$ cat src/rtl/la_rrarb3_pkg.sv
// ---------------------------------------------------------------------------
// la_rrarb3_pkg
// Shared types and helpers for the three-requester round-robin arbiter.
//   NREQ        : number of requesters
//   idx_t       : requester index / owner code (3 = idle)
//   hold_width  : width of the ownership hold counter for a given MAXHOLD
// ---------------------------------------------------------------------------
package la_rrarb3_pkg;

    localparam int NREQ = 3;

    typedef logic [1:0] idx_t;

    // clog2(maxhold+1), but never narrower than one bit so that a
    // disabled preemption (maxhold == 0) still yields a legal vector.
    function automatic int hold_width(input int maxhold);
        int w;
        w = $clog2(maxhold + 1);
        if (w < 1) begin
            w = 1;
        end
        return w;
    endfunction

endpackage

$ cat src/rtl/la_rrpick3.sv
// ---------------------------------------------------------------------------
// la_rrpick3
// Combinational round-robin picker for three requesters.  The search starts
// at (last+1) mod 3 and wraps, so the requester that owned last is
// considered last.
//   req   : request vector (already masked by the caller if needed)
//   last  : index of the most recent owner
//   pick  : one-hot winner (zero when no request)
//   idx   : index of the winner (0 when no request)
//   valid : a winner exists
// ---------------------------------------------------------------------------
module la_rrpick3
    import la_rrarb3_pkg::*;
(
    input  logic [NREQ-1:0] req,
    input  idx_t            last,
    output logic [NREQ-1:0] pick,
    output idx_t            idx,
    output logic            valid
);

    int   cand_i;
    idx_t cand;

    always_comb begin
        pick   = '0;
        idx    = '0;
        valid  = 1'b0;
        cand_i = 0;
        cand   = '0;
        for (int i = 1; i <= NREQ; i++) begin
            cand_i = (int'(last) + i) % NREQ;
            cand   = idx_t'(cand_i);
            if (!valid && req[cand]) begin
                valid      = 1'b1;
                pick[cand] = 1'b1;
                idx        = cand;
            end
        end
    end

endmodule

$ cat src/rtl/la_rrarb3.sv
// ---------------------------------------------------------------------------
// la_rrarb3
// Three-requester round-robin arbiter with hold-time preemption.
//
// Handshake: a requester raises req[i] and keeps it high for as long as it
// wants the resource; gnt[i] (registered) rises one edge later when it wins
// and stays high while req[i] stays high.  Dropping req[i] releases the
// resource at the next edge, where the next requester is granted directly.
// An owner that has held the resource for MAXHOLD cycles while someone else
// waits is rotated out; preempt pulses in the first cycle of the new grant.
//
// Parameters:
//   PROP      : implementation selector, carried for compatibility only
//   MAXHOLD   : max consecutive owned cycles before preemption (0 = never)
// Ports:
//   clk       : clock, rising edge
//   reset     : asynchronous active-high reset
//   req[2:0]  : per-requester request level
//   gnt[2:0]  : registered one-hot-or-zero grant
//   owner     : current grantee index, 3 when idle
//   busy      : gnt is non-zero
//   preempt   : one-cycle pulse after a forced rotation
//   dbg_state : FSM state (0 = IDLE, 1 = OWN)
// ---------------------------------------------------------------------------
module la_rrarb3
    import la_rrarb3_pkg::*;
#(
    parameter string PROP    = "DEFAULT",
    parameter int    MAXHOLD = 15
) (
    input  logic            clk,
    input  logic            reset,
    input  logic [NREQ-1:0] req,
    output logic [NREQ-1:0] gnt,
    output idx_t            owner,
    output logic            busy,
    output logic            preempt,
    output logic            dbg_state
);

    localparam logic ST_IDLE    = 1'b0;
    localparam logic ST_OWN     = 1'b1;
    localparam idx_t OWNER_IDLE = 2'd3;
    localparam idx_t LAST_RESET = 2'd2;   // requester 0 wins first

    localparam int            HW         = hold_width(MAXHOLD);
    localparam logic [HW-1:0] HOLD_SAT   = HW'(MAXHOLD);
    localparam logic [HW-1:0] HOLD_LIM   = (MAXHOLD > 0) ? HW'(MAXHOLD - 1) : '0;
    localparam bit            PREEMPT_EN = (MAXHOLD > 0);

    logic            state_q,   state_n;
    logic [NREQ-1:0] gnt_q,     gnt_n;
    idx_t            owner_q,   owner_n;
    idx_t            last_q,    last_n;
    logic [HW-1:0]   hold_q,    hold_n;
    logic            preempt_q, preempt_n;

    // The current owner is masked out of the candidate set: on release its
    // request is already low, and on preemption it must not re-win.
    logic [NREQ-1:0] cand_req;
    logic [NREQ-1:0] pick;
    idx_t            pick_idx;
    logic            pick_valid;
    logic            owner_keep;

    assign cand_req   = req & ~gnt_q;
    assign owner_keep = |(req & gnt_q);

    la_rrpick3 u_pick (
        .req   (cand_req),
        .last  (last_q),
        .pick  (pick),
        .idx   (pick_idx),
        .valid (pick_valid)
    );

    // State register
    always_ff @(posedge clk or posedge reset) begin
        if (reset) begin
            state_q   <= ST_IDLE;
            gnt_q     <= '0;
            owner_q   <= OWNER_IDLE;
            last_q    <= LAST_RESET;
            hold_q    <= '0;
            preempt_q <= 1'b0;
        end else begin
            state_q   <= state_n;
            gnt_q     <= gnt_n;
            owner_q   <= owner_n;
            last_q    <= last_n;
            hold_q    <= hold_n;
            preempt_q <= preempt_n;
        end
    end

    // Next-state logic
    always_comb begin
        state_n   = state_q;
        gnt_n     = gnt_q;
        owner_n   = owner_q;
        last_n    = last_q;
        hold_n    = hold_q;
        preempt_n = 1'b0;

        case (state_q)
            ST_IDLE: begin
                if (pick_valid) begin
                    state_n = ST_OWN;
                    gnt_n   = pick;
                    owner_n = pick_idx;
                    last_n  = pick_idx;
                    hold_n  = '0;
                end
            end
            ST_OWN: begin
                if (!owner_keep) begin
                    // Release: hand over with no idle gap, or go idle.
                    if (pick_valid) begin
                        gnt_n   = pick;
                        owner_n = pick_idx;
                        last_n  = pick_idx;
                        hold_n  = '0;
                    end else begin
                        state_n = ST_IDLE;
                        gnt_n   = '0;
                        owner_n = OWNER_IDLE;
                        hold_n  = '0;
                    end
                end else if (PREEMPT_EN && (hold_q >= HOLD_LIM) && pick_valid) begin
                    // >= rather than == so a saturated owner is still
                    // rotated out when a competitor shows up late.
                    gnt_n     = pick;
                    owner_n   = pick_idx;
                    last_n    = pick_idx;
                    hold_n    = '0;
                    preempt_n = 1'b1;
                end else if (hold_q != HOLD_SAT) begin
                    hold_n = hold_q + 1'b1;
                end
            end
            default: begin
                state_n = ST_IDLE;
                gnt_n   = '0;
                owner_n = OWNER_IDLE;
                hold_n  = '0;
            end
        endcase
    end

    // Outputs: all taken from registered state so they agree every cycle.
    always_comb begin
        gnt       = gnt_q;
        owner     = owner_q;
        busy      = |gnt_q;
        preempt   = preempt_q;
        dbg_state = state_q;
    end

endmodule

$ cat config.mk
export PLATFORM = sky130hd
export DESIGN_NAME = la_rrarb3
export DESIGN_NICKNAME = d
export VERILOG_FILES = /design/src/rtl/la_rrarb3_pkg.sv /design/src/rtl/la_rrpick3.sv /design/src/rtl/la_rrarb3.sv
export SDC_FILE = /design/constraint.sdc
export NUM_CORES = 1
export LEC_CHECK = 0
export ABC_AREA = 1
export CAP_MARGIN = 20
export CORE_UTILIZATION = 44
export DETAILED_ROUTE_END_ITERATION = 12
export GPL_ROUTABILITY_DRIVEN = 0
export GPL_TIMING_DRIVEN = 0
export HOLD_SLACK_MARGIN = 0.02
export MAX_ROUTING_LAYER = met4
export PLACE_DENSITY = 0.75
export SYNTH_ARGS = -nofsm -noshare
export SYNTH_HDL_FRONTEND = slang
export SYNTH_SLANG_ARGS = --single-unit
export TNS_END_PERCENT = 100
$ cat constraint.sdc
create_clock -name clk -period 2.9 [get_ports clk]
set_clock_uncertainty 0.05 [all_clocks]
set_input_delay 0.725 -clock clk [delete_from_list [all_inputs] [get_ports clk]]
set_output_delay 0.725 -clock clk [all_outputs]
set_load 0.01 [all_outputs]
-- Word-level counts from Yosys, hierarchy flattened
Index checks and enable logic that the tools add are counted.
W data, S select, Z words.
- flip-flop bits (word level): 13
- output and inout bits: 8
- add/sub/neg operators: 4
- div/mod/pow operators: 3
- order comparisons: 7
- eq/ne operators: 4
- multiplexer cells: 45
- bitwise logic cells: 6
- reductions and logical operators: 12
- operators with widths (cell ; count):
    $mod A32 B3 Y32 const B ; 3
    $mux W3 ; 7
    $mux W2 ; 9
    $mux W4 ; 4
    $mux W1 ; 14
    $lt A2 B3 Y1 const B ; 3
    $pmux W2 S2 ; 2
    $pmux W4 S2 ; 1
    $add A2 B2 Y3 const B ; 2
    $and A3 B3 Y3 ; 2
    $bmux W1 S2 ; 3
    $demux W1 S2 ; 3
    $ge A2 B1 Y1 const B ; 3
    $logic_and A1 B1 Y1 ; 6
    $or A3 B3 Y3 ; 2
    $pmux W3 S2 ; 1
    $reduce_or A3 Y1 ; 2
    $add A4 B1 Y4 const B ; 1
    $ge A4 B4 Y1 const B ; 1
    $ne A4 B2 Y1 const B ; 1
    $ne A4 B4 Y1 const B ; 1
    $reduce_and A2 Y1 ; 2
    $add A2 B1 Y3 const B ; 1
    $ne A3 B2 Y1 const B ; 1
    other kinds (5) ; 6

-- Longest topological paths before layout
- depth in word-level cells: 15
- gate-level depth with buffers: 14

-- Hierarchy
From an unflattened synthesis, not the netlist that was laid out.
- cell total of the unflattened synthesis: 163
- area total of the unflattened synthesis: 1079.8 µm²
- modules (own cells, without submodules) (module ; instances ; cells each ; area each (µm²)):
    la_rrarb3 ; 1 ; 99 ; 750.7
    la_rrpick3 ; 1 ; 64 ; 329.1

-- Worst setup path after synthesis
No wires, ideal clock.
- kind: flip-flop to flip-flop
- start: register last_q[1]
- end: register owner_q[0] (netlist: owner[0])
- library setup time: 72 ps
- arrival time: 1618 ps
- setup slack: 1160 ps
- cell stages (with the launch flop): 14
- clock period less this slack: 1740 ps
- path through: dfstp_2 > ha_1 > inv_2 > nand2_1 > nand2_1 > nand2_1 > nand2_2 > nand3_2 > nand2_4 > nand2_4 > nand2_4 > nand2_2 > nand2_1 > inv_1
- cells in the longest elaborated chain, start to end: 14
- elaborated cells between the ends (all ways): 31
- classes of those cells: add/sub (3); div (3); eq/ne (2); mux (17); reduce/logical (6)
- ends and longest elaborated chain (element ; line ; text):
    from (decl) ; la_rrarb3.sv:54 ; idx_t last_q, last_n;
    from (signal assigned) ; la_rrarb3.sv:90 ; last_q <= last_n;
    $add A2 B1 Y3 ; la_rrpick3.sv:32 ; cand_i = (int'(last) + i) % NREQ;
    $mod A32 B3 Y32 ; la_rrpick3.sv:32 ;
    $bmux W1 S2 ; la_rrpick3.sv:34 ; if (!valid && req[cand]) begin
    $mux W1 (not written as such) ; la_rrpick3.sv:34 ;
    $mux W1 ; la_rrpick3.sv:34 ;
    $logic_not A1 Y1 ; la_rrpick3.sv:34 ;
    $logic_and A1 B1 Y1 ; la_rrpick3.sv:34 ;
    $mux W1 ; la_rrpick3.sv:34 ;
    $logic_not A1 Y1 ; la_rrpick3.sv:34 ;
    $logic_and A1 B1 Y1 ; la_rrpick3.sv:34 ;
    $mux W2 / $mux W1 (equally long branches) ; la_rrpick3.sv:34 ;
    $mux W2, or another cell as far along ; la_rrarb3.sv:118 ; if (pick_valid) begin
    $mux W2 / $ne A3 B2 Y1 (equally long branches) ; -- ;
    $pmux W2 S2 / $reduce_and A2 Y1 (equally long branches) ; -- ;
    to (signal assigned) ; la_rrarb3.sv:89 ; owner_q <= owner_n;
    to (decl) ; la_rrarb3.sv:53 ; idx_t owner_q, owner_n;
Parallel ways exist; a longest one is shown, timed or not. The select of a mux whose other input is x is not followed.
A chain may end at the register's enable or synchronous reset.

-- Worst setup path in the final report
- start: register gnt_q[1] (netlist: gnt[1])
- end: output port busy
- cells in the longest elaborated chain, start to end: 1
- ends and longest elaborated chain (element ; line ; text):
    from (decl) ; la_rrarb3.sv:52 ; logic [NREQ-1:0] gnt_q, gnt_n;
    from (signal assigned) ; la_rrarb3.sv:88 ; gnt_q <= gnt_n;
    $reduce_or A3 Y1 ; la_rrarb3.sv:154 ; busy = |gnt_q;
    to (decl) ; la_rrarb3.sv:36 ; output logic busy,
No other way between the ends.

==> key figures <==
Timing
  – Hold Worst Slack: 427 ps
  – Tmin final: 2170 ps
  – RSZ-0062 raised after global routing: false
  – Final Cycle Share: 74.8%
  – Pin slew with the least headroom to its limit: 489 ps
  – Finish-stage setup viols: 0
  – Max Slew Vio Count: 0
  – Final Hold Viols: 0
  – F_max: 461 MHz
  – Setup TNS: 0 ps
  – Fin worst setup slack: 732 ps
  – Max-slew headroom: 67.3%

Synth
  – Syn_nets: 151
  – Mapped Cells: 140
  – Seq/Total Area, Yosys: 33.0%
  – Syn avg cell area: 7.13 µm²
  – #FFs+latches synth: 13
  – Synthesized cell area: 998 µm²
  – Netlist cell types: 22
  – Area leader, netlist: dfrtp_1
  – Yosys top cell area share: 25.1%
  – Yosys warnings: 0
  – Post-synth EDFFs: 0
  – Asr flop ratio synth: 100%
  – Most used DFF post-synth: dfrtp_1
  – Main area contributors after synthesis: dfrtp_1 25%, nand2_1 15%, nand3_1 8.5%

Placed design
  – HPWL Detailed: 1640 µm
  – DP Worst Slack: 549 ps
  – Port-buffer cells: 12

Pwr
  – Leak: 0.000644 µW
  – Overall Power: 1350 µW
  – Worst VDD drop: 637 µV
  – Pwr dens: 1150 nW/µm²

Floorplan
  – Die H: 49.6 µm
  – Die area: 2460 µm²
  – Die Span X: 49.6 µm
  – # IOs: 13
  – Row cnt: 16
  – Core area: 2040 µm²
  – Initial Utilization: 48.9%

Clocking
  – Root Driver: clkbuf_4
  – Cts hold-fix bufs: 0
  – TritonCTS Buffers: 3
  – Buffer depth of the longest clock path: 2
  – Post-CTS Repair Setup Buffers: 0
  – Clk sinks: 13
  – Later-pin clock latency in the skew report: 280 ps
  – CTS clock-pin slew for the worst setup and hold paths: 80 ps
  – CTS tree: built
  – Post_cts resized: 0
  – H-Tree Depth: 1

Drt
  – WL per Instance: 11.1 µm
  – Via count: 932
  – Vias per cell: 5.09
  – DRT Pass-1 Iters: 6
  – DRC: 0
  – DR iter-0 viols: 27
  – WL final: 2030 µm
  – Antenna-violating nets left: 0

Worst setup path
  – CP max-delay cell: clkdlybuf4s50_1
  – Critical Path Max Stage Delay: 530 ps
  – CP Data Required Time: 2120 ps
  – WS Path Type: reg -> out
  – Worst reg2reg setup slack: 950 ps
  – Worst path bufs/invs: 2
  – CP Data Arrival Time: 1390 ps
  – CP endpoint kind: output pin
  – CP Cell Sequence: inv_2, nand3_1, clkdlybuf4s50_1
  – Crit path max-delay family: buffers and inverters
  – Critical Path Start Type: flip-flop
  – CP max FO: 4

Layout
  – Area grow syn2layout: 18.2%
  – Multi-input gate area: 583 µm²
  – FF+latch area: 329 µm²
  – Share of layout cells above drive strength 1: 21.2%
  – Fillers: 212
  – Most frequent cells in the layout: 41 x nand2_1, 17 x nand3_1, 16 x inv_1
  – Final #Nets: 168
  – N_diodes: 0
  – Most common cell after layout, fill and taps aside: nand2_1

Run status
  – Status: completed

Global route
  – Largest net degree at the start of global routing: 14
  – Vias in the first global route: 926
  – First-pass GRT wire length: 3840 µm
  – GRT Total Usage: 20.4%
  – Congestion Overflow GR: 0
  – Initial antenna violation count: 0

Min path
  – Hold crit path type: reg -> reg

Run
  – Max Cap Viol: 0
## final timing paths
check / start / endpoint / cells past startpoint
min in group asynchronous: reset / gnt[0] / 2
max: gnt[1] / busy / 3
min reg2reg: owner[1] / owner[1] / 2
max reg2reg: last_q[0] / last_q[0] / 12
min: owner[1] / owner[1] / 2
max in group asynchronous: reset / owner[0] / 2
## synth_stat cells, types with 2 or more instances
library cell  instances
dfrtp_1              10
dfstp_2               3
ha_1                  6
inv_1                16
inv_2                 7
nand2_1              41
nand2_2               7
nand2_4               3
nand3_1              17
nand4_1               5
nor2_1                7
nor2_2                3
o21ai_0               4
o21ai_1               2
o21ai_2               2
## power by group
part	internal (µW)	leakage (µW)	switching, µW
logic	332	0.000464	589
clock network	51.1	0.0000177	62.2
registers	265	0.000162	52.0
total	647	0.000644	704
## sequential cells by signal, indices dropped and copies added (netlist names)
register,count
owner,2
hold_q,4
preempt,1
gnt,3
last_q,2
dbg_state,1
## metal layers
layer | GRT usage (%) | wire (µm) | up-vias
met5 | - | 0 | -
li1 | - | - | 483
met1 | 24.8 | 983 | 429
met4 | 4.76 | 14 | 0
met3 | 4.63 | 63 | 2
met2 | 34.2 | 970 | 18
## stage by stage
step	area, µm²	instances	utilization (%)
5_1_grt	1180	183	57.8
4_1_cts	1180	183	57.8
6_report	1180	183	57.8
3_5_place_dp	1150	179	56.4
3_3_place_gp	1150	179	56.4
2_1_floorplan	998	140	-
## worst reg2reg max path: stages (launching register included)
cell and delay, ps:
dfrtp_1 390, inv_1 90, ha_1 390, inv_2 120, nand2_1 70, nand2_1 50, nand2_1 50, nand2_2 130
nand3_2 130, o21ai_2 120, inv_2 90, o21ai_2 70, o21ai_1 80
## cell families (layout without fill, tap and decap cells)
group | count (synthesis) | count (layout) | synth area share [%]
adder cells (fa/ha/maj) | 6 | 6 | 7.52
AO/OA/AOI/OAI | 11 | 11 | 6.77
XOR/XNOR | 1 | 1 | 0.877
buffers and inverters | 23 | 39 | 8.65
flip-flops | 13 | 13 | 33.0
AND/OR/NAND/NOR | 86 | 86 | 43.2
## final cells by class
class / count / share of cell area [%]
clock buffer: 3 / 1.91
inverter: 23 / 7.32
timing repair buffer: 12 / 10.2
sequential: 13 / 27.9
clock inverter: 1 / 0.424
multi-input combinational: 104 / 49.4
tap: 27 / 2.86
No activity file was read; power rests on OpenSTA's default activity.
